## config.mk

```make
export PLATFORM = sky130hd
export DESIGN_NAME = acq_sequencer
export DESIGN_NICKNAME = d
export VERILOG_FILES = /design/src/rtl/acq_pkg.sv /design/src/rtl/acq_sequencer.sv
export SDC_FILE = /design/constraint.sdc
export NUM_CORES = 1
export LEC_CHECK = 0
export ABC_CLOCK_PERIOD_IN_PS = 3400
export CORE_MARGIN = 1.5
export CORE_UTILIZATION = 56
export CTS_CLUSTER_SIZE = 28
export DETAILED_ROUTE_END_ITERATION = 12
export PLACE_DENSITY = 0.79
export SLEW_MARGIN = 5
export SYNTH_ARGS = -nofsm -noshare
export SYNTH_HDL_FRONTEND = slang
export SYNTH_SLANG_ARGS = --single-unit
```

## constraint.sdc

```tcl
create_clock -name clk -period 3.4 [get_ports clk]
set_input_delay 1.02 -clock clk [delete_from_list [all_inputs] [get_ports clk]]
set_output_delay 1.02 -clock clk [all_outputs]
set_load 0.02 [all_outputs]
```

## src/rtl/acq_pkg.sv

```systemverilog
// Shared definitions for the acquisition sequencer: state codes and default timing.
package acq_pkg;

  typedef enum logic [2:0] {
    ST_IDLE      = 3'd0,
    ST_CLK_RST   = 3'd1,
    ST_WAIT_LOCK = 3'd2,
    ST_FIFO_RST  = 3'd3,
    ST_SETTLE    = 3'd4,
    ST_RUN       = 3'd5,
    ST_STALLED   = 3'd6,
    ST_ERROR     = 3'd7
  } acq_state_e;

  localparam int unsigned DEF_RST_CYCLES    = 16;
  localparam int unsigned DEF_SETTLE_CYCLES = 8;
  localparam int unsigned DEF_LOCK_TIMEOUT  = 65535;

endpackage

```

## src/rtl/acq_sequencer.sv

```systemverilog
// Sequences one acquisition run: clock-generator reset/relock, FIFO reset, settle, run.
// Optional bounded run length when ACQ_RUN_LIMIT_EN is defined (adds run_limit/run_done).
module acq_sequencer
  import acq_pkg::*;
#(
  parameter int unsigned RST_CYCLES    = DEF_RST_CYCLES,
  parameter int unsigned SETTLE_CYCLES = DEF_SETTLE_CYCLES,
  parameter int unsigned LOCK_TIMEOUT  = DEF_LOCK_TIMEOUT,
  parameter int unsigned CNT_W         = 16
) (
  input  logic        clk,
  input  logic        rst,
  input  logic        cmd_start,
  input  logic        cmd_stop,
  input  logic        cmd_clear,
  input  logic        clksel_req,
  input  logic        clklock,
  input  logic        stalled,
`ifdef ACQ_RUN_LIMIT_EN
  input  logic [31:0] run_limit,
  output logic        run_done,
`endif
  output logic        clksel,
  output logic        clkgen_rst,
  output logic        acq_reset,
  output logic        acq_enable,
  output logic        busy,
  output logic [2:0]  state,
  output logic        err_overflow,
  output logic        err_lock
);

  // Commands are single-cycle pulses with no handshake; every output is a flop
  // whose next value is decoded from the next state, so outputs change with state.
  localparam logic [CNT_W-1:0] RST_LOAD    = CNT_W'(RST_CYCLES - 1);
  localparam logic [CNT_W-1:0] SETTLE_LOAD = CNT_W'(SETTLE_CYCLES - 1);
  localparam logic [CNT_W-1:0] LOCK_LOAD   = CNT_W'(LOCK_TIMEOUT - 1);
  localparam logic [CNT_W-1:0] CNT_ONE     = CNT_W'(1);

  acq_state_e       cur_q, nxt;
  logic [CNT_W-1:0] cnt_q, cnt_d;
  logic             clksel_d, err_ovf_d, err_lock_d;
  logic             clkgen_rst_d, acq_reset_d, acq_enable_d, busy_d;

`ifdef ACQ_RUN_LIMIT_EN
  logic [31:0] run_cnt_q, run_cnt_d;
  logic        run_done_d;
`endif

  assign state = cur_q;

  always_ff @(posedge clk or negedge rst) begin
    if (!rst) begin
      cur_q        <= ST_IDLE;
      cnt_q        <= '0;
      clksel       <= 1'b0;
      clkgen_rst   <= 1'b0;
      acq_reset    <= 1'b1;
      acq_enable   <= 1'b0;
      busy         <= 1'b0;
      err_overflow <= 1'b0;
      err_lock     <= 1'b0;
    end else begin
      cur_q        <= nxt;
      cnt_q        <= cnt_d;
      clksel       <= clksel_d;
      clkgen_rst   <= clkgen_rst_d;
      acq_reset    <= acq_reset_d;
      acq_enable   <= acq_enable_d;
      busy         <= busy_d;
      err_overflow <= err_ovf_d;
      err_lock     <= err_lock_d;
    end
  end

`ifdef ACQ_RUN_LIMIT_EN
  always_ff @(posedge clk or negedge rst) begin
    if (!rst) begin
      run_cnt_q <= '0;
      run_done  <= 1'b0;
    end else begin
      run_cnt_q <= run_cnt_d;
      run_done  <= run_done_d;
    end
  end
`endif

  always_comb begin
    nxt        = cur_q;
    cnt_d      = cnt_q;
    clksel_d   = clksel;
    err_ovf_d  = err_overflow;
    err_lock_d = err_lock;
`ifdef ACQ_RUN_LIMIT_EN
    run_cnt_d  = run_cnt_q;
    run_done_d = 1'b0;
`endif
    // Priority: stop, then clear, then per-state events.
    if (cmd_stop) begin
      nxt = ST_IDLE;
    end else if (cmd_clear) begin
      nxt        = ST_IDLE;
      err_ovf_d  = 1'b0;
      err_lock_d = 1'b0;
    end else begin
      case (cur_q)
        ST_IDLE: begin
          if (cmd_start) begin
            nxt      = ST_CLK_RST;
            clksel_d = clksel_req;
            cnt_d    = RST_LOAD;
          end
        end
        ST_CLK_RST: begin
          if (cnt_q == '0) begin
            nxt   = ST_WAIT_LOCK;
            cnt_d = LOCK_LOAD;
          end else begin
            cnt_d = cnt_q - CNT_ONE;
          end
        end
        ST_WAIT_LOCK: begin
          if (clklock) begin
            nxt   = ST_FIFO_RST;
            cnt_d = RST_LOAD;
          end else if (cnt_q == '0) begin
            nxt        = ST_ERROR;
            err_lock_d = 1'b1;
          end else begin
            cnt_d = cnt_q - CNT_ONE;
          end
        end
        ST_FIFO_RST: begin
          if (cnt_q == '0) begin
            nxt   = ST_SETTLE;
            cnt_d = SETTLE_LOAD;
          end else begin
            cnt_d = cnt_q - CNT_ONE;
          end
        end
        ST_SETTLE: begin
          if (cnt_q == '0) begin
            nxt = ST_RUN;
`ifdef ACQ_RUN_LIMIT_EN
            run_cnt_d = run_limit;
`endif
          end else begin
            cnt_d = cnt_q - CNT_ONE;
          end
        end
        ST_RUN: begin
          // Lock loss outranks a stall in the same cycle.
          if (!clklock) begin
            nxt        = ST_ERROR;
            err_lock_d = 1'b1;
          end else if (stalled) begin
            nxt       = ST_STALLED;
            err_ovf_d = 1'b1;
          end
`ifdef ACQ_RUN_LIMIT_EN
          // A loaded value of zero never decrements, which makes the run unbounded.
          else if (run_cnt_q == 32'd1) begin
            nxt        = ST_IDLE;
            run_cnt_d  = '0;
            run_done_d = 1'b1;
          end else if (run_cnt_q != '0) begin
            run_cnt_d = run_cnt_q - 32'd1;
          end
`endif
        end
        ST_STALLED: begin
          if (cmd_start) begin
            nxt      = ST_CLK_RST;
            clksel_d = clksel_req;
            cnt_d    = RST_LOAD;
          end
        end
        ST_ERROR: begin
          if (cmd_start) begin
            nxt        = ST_CLK_RST;
            clksel_d   = clksel_req;
            cnt_d      = RST_LOAD;
            err_ovf_d  = 1'b0;
            err_lock_d = 1'b0;
          end
        end
        default: nxt = ST_IDLE;
      endcase
    end

    clkgen_rst_d = (nxt == ST_CLK_RST);
    acq_reset_d  = (nxt == ST_IDLE) || (nxt == ST_FIFO_RST) || (nxt == ST_ERROR);
    acq_enable_d = (nxt == ST_RUN);
    busy_d       = (nxt != ST_IDLE) && (nxt != ST_ERROR);
  end

endmodule
```

==> run_results.csv <==
group,metric,value,unit
logic_synthesis,syn_area,0.001712,sq mm
layout,area_delta_synth_final,17.11,%
layout,final_net_count,239,
logic_synthesis,synth_seq_cells,26,
placement,place_congestion,0.9038,
timing,grt_setup_unrepaired,"false",
worst_setup_path,r2r_start,"cnt_q[0]$_DFFE_PN0P_",
logic_synthesis,post-synth-top-count-cell,"nor2_1",
routing,routed_wl,4.038,mm
logic_synthesis,synth_edf_count,0,
grt,track_usage,25.97,%
logic_synthesis,synth-seq-area-share,38.08,%
placement,port_buffers,17,
grt,number_of_global_route_vias_before_repair,1477,
logic_synthesis,yosys_most_used_dff,"dfrtp_1",
cts,tritoncts,"yes",
grt,grt_start_max_net_pins,21,
cts,cts-hold-fix-buffers,0,
layout,fin_util,70.85,%
run,drv.max_cap_violation_count,0,
routing,antenna_left,0,
hold_path,hold_start,"cnt_q[8]$_DFFE_PN0P_",
timing,totalNegativeSetupSlack,0,ns
floorplanning,io-pin-count,18,
cts,clock_tree.htree_level_count,1,
worst_setup_path,r2r.worst_path.cells,10,
cts,tritoncts.num_buffers,3,
layout,post_route_cells_drive_above_1_share,9.735,%
logic_synthesis,largest_area_contributor_in_the_netlist,"dfrtp_1",
timing,fmax,0.3283,GHz
routing,routed_wire_length_per_instance,15.71,um
logic_synthesis,synth_cell_types,51,
hold_path,hold_path_depth,1,
hold_path,min_delay_worst_type,"flip-flop to flip-flop",
timing,finalClockSkew,0.004765,ns
worst_setup_path,worstPathMaxFanout,20,
timing,final_min_period_over_clock_period,89.60,%
worst_setup_path,rrSetupSlack,0.35,ns
power,p_leak,0.8540,nW
floorplanning,fp-row-count,19,
logic_synthesis,synth_top_cells_by_area,"dfrtp_1, nor2_1, a21oi_1, o21ai_0, nand2_1",
logic_synthesis,avgSynthCellArea,8.432,sq um
outcome,violated_checks,"design-rule violations",
routing,drt_pre_antenna_iters,8,
routing,detailedRoute.firstIterationViolations,128,
cts,cts_repair_resize_count,0,
worst_setup_path,worstSetupEndpointType,"flip-flop",
timing,timing_worst_slew_pin_value,0.6544,ns
floorplanning,die_h,58.29,um
floorplanning,floorplan.die_area,0.003397,sq mm
layout,filler_cell_count,235,
worst_setup_path,timing_worst_setup_path_type,"flip-flop to flip-flop",
routing,detail_route.drc_violations,3,
grt,grt_antenna_before_repair,0,
logic_synthesis,synthesis_warnings,0,
layout,diodes,0,
power,irDropWorstVdd,0.0002076,V
cts,numClockSinks,26,
routing,viasPerCell,6.245,
timing,finalMaxSlewViolations,0,
floorplanning,core_area,0.002829,sq mm
routing,num_vias,1605,
power,power_density,307.7,mW/mm^2
worst_setup_path,crit_arrival,3.32,ns
logic_synthesis,syn-num-nets,215,
logic_synthesis,synthesis.instances,203,
floorplanning,die_w,58.29,um
hold_path,whs_endpoint,"cnt_q[8]$_DFFE_PN0P_",
timing,setup_viol,0,
cts,max-clock-path-buffers,2,
logic_synthesis,most_instantiated_cells_after_synthesis,"nor2_1, dfrtp_1, nand2_1, a21oi_1, o21ai_0",
grt,grt-ovfl-total,0,
floorplanning,initial_utilization,60.50,%
outcome,outcome,"finished, violations left",
worst_setup_path,critPathLaunchType,"flip-flop",
logic_synthesis,postSynth.asyncResetShare,100.0,%
timing,timing.max_slew.rel_slack,55.97,%
worst_setup_path,crit_path_start,"cnt_q[0]$_DFFE_PN0P_",
timing,finalHoldViolations,0,
placement,dpl.hpwl,3.119,mm
logic_synthesis,synth_largest_type_area_fraction,36.55,%
cts,clkTransAtPathRegs,0.14,ns
cts,postCtsSetupRepairBufs,0,
worst_setup_path,worst-endpoint-required,3.67,ns
cts,insertion_delay,0.32,ns
grt,global_route_wire_length_before_repair,6.824,mm
cts,clock_tree.root_cell,"clkbuf_4",
timing,final_critical_period,3.046,ns
worst_setup_path,rr_endpoint,"cnt_q[4]$_DFFE_PN0P_",
[sequential cells by signal, summed over array words and instances, names as in the netlist]
signal        count
cnt_q            16
state             3
acq_enable        1
acq_reset         1
busy              1
clkgen_rst        1
clksel            1
err_lock          1
err_overflow      1
[power by group]
part	leakage, nW	total, W	internal [W]	switching [W]
sequential	0.341	0.000340	0.000326	0.0000149
clock	0.0210	0.000156	0.0000656	0.0000908
combinational	0.492	0.000120	0.0000541	0.0000658
total	0.854	0.000617	0.000445	0.000172
[layer usage]
| metal | up-vias | global-route usage (%) | wire, um |
|---|---|---|---|
| li1 | 798 | - | - |
| met1 | 761 | 38.75 | 1902 |
| met2 | 41 | 38.68 | 1932 |
| met3 | 5 | 2.902 | 154 |
| met4 | 0 | 9.635 | 48 |
| met5 | - | 0 | 0 |
[cells by family after synthesis]
group | after synthesis | synth area share [%]
adder cells (fa/ha/maj) | 4 | 2.924
flip-flops | 26 | 38.09
buffers and inverters | 18 | 4.312
multiplexers | 4 | 2.485
AO/OA/AOI/OAI | 68 | 27.27
AND/OR/NAND/NOR | 83 | 24.93
[through the flow]
| stage | setup WS [ns] | total power, W | cells | area (sq um) | hold slack [ns] |
|---|---|---|---|---|---|
| finish | 0.3538 | 0.0006168 | 257 | 2004 | 0.5236 |
| global route | 0.1799 | 0.0006519 | 257 | 2004 | 0.5593 |
| CTS | 0.3375 | 0.0006231 | 257 | 2004 | 0.5144 |
| detailed placement | 0.08698 | 0.0004663 | 253 | 1968 | 0.4959 |
| global placement | 0.1662 | 0.0004600 | 253 | 1968 | 0.4873 |
| floorplan | 0.4781 | 0.0004106 | 203 | 1712 | 0.4634 |
[critical path: stages (launching register included)]
cell,delay [ns]
dfrtp_1,0.44
inv_1,0.14
ha_1,0.17
or4b_1,0.53
nor4_4,0.34
mux2_2,0.40
nor2_1,0.19
o31ai_2,0.13
buf_12,0.17
a221oi_1,0.30
o211a_1,0.20
[cell type report]
cell class,instances,area (sq um),share of cell area (%)
Inverter,11,41.29,2.060
Sequential cell,26,651.9,32.52
Timing Repair Buffer,26,250.2,12.48
Multi-Input combinational cell,159,985.9,49.19
Clock buffer,4,36.28,1.810
Tap cell,31,38.79,1.935
[placed cells by master, fill, tap and decap left out, types with 7 or more instances in the layout]
master / Yosys / final
nor2_1: 27 / 27
o21ai_1: 7 / 7
nand3_1: 7 / 7
buf_4: 1 / 8
dfrtp_1: 25 / 25
a21oi_1: 15 / 15
inv_1: 9 / 9
o21ai_0: 14 / 14
nand2_1: 18 / 18
clkdlybuf4s50_1: 0 / 17
[worst max path at each step]
stage / to / slack (ns) / cells past startpoint
after floorplan: cnt_q[4]$_DFFE_PN0P_ / 0.48 / 10
after global placement: cnt_q[10]$_DFFE_PN0P_ / 0.17 / 10
after detailed placement: cnt_q[10]$_DFFE_PN0P_ / 0.09 / 10
after CTS: cnt_q[4]$_DFFE_PN0P_ / 0.34 / 10
after global routing: cnt_q[7]$_DFFE_PN0P_ / 0.18 / 11
final: cnt_q[4]$_DFFE_PN0P_ / 0.35 / 10
Note: power is estimated with default switching activity, not from simulation.
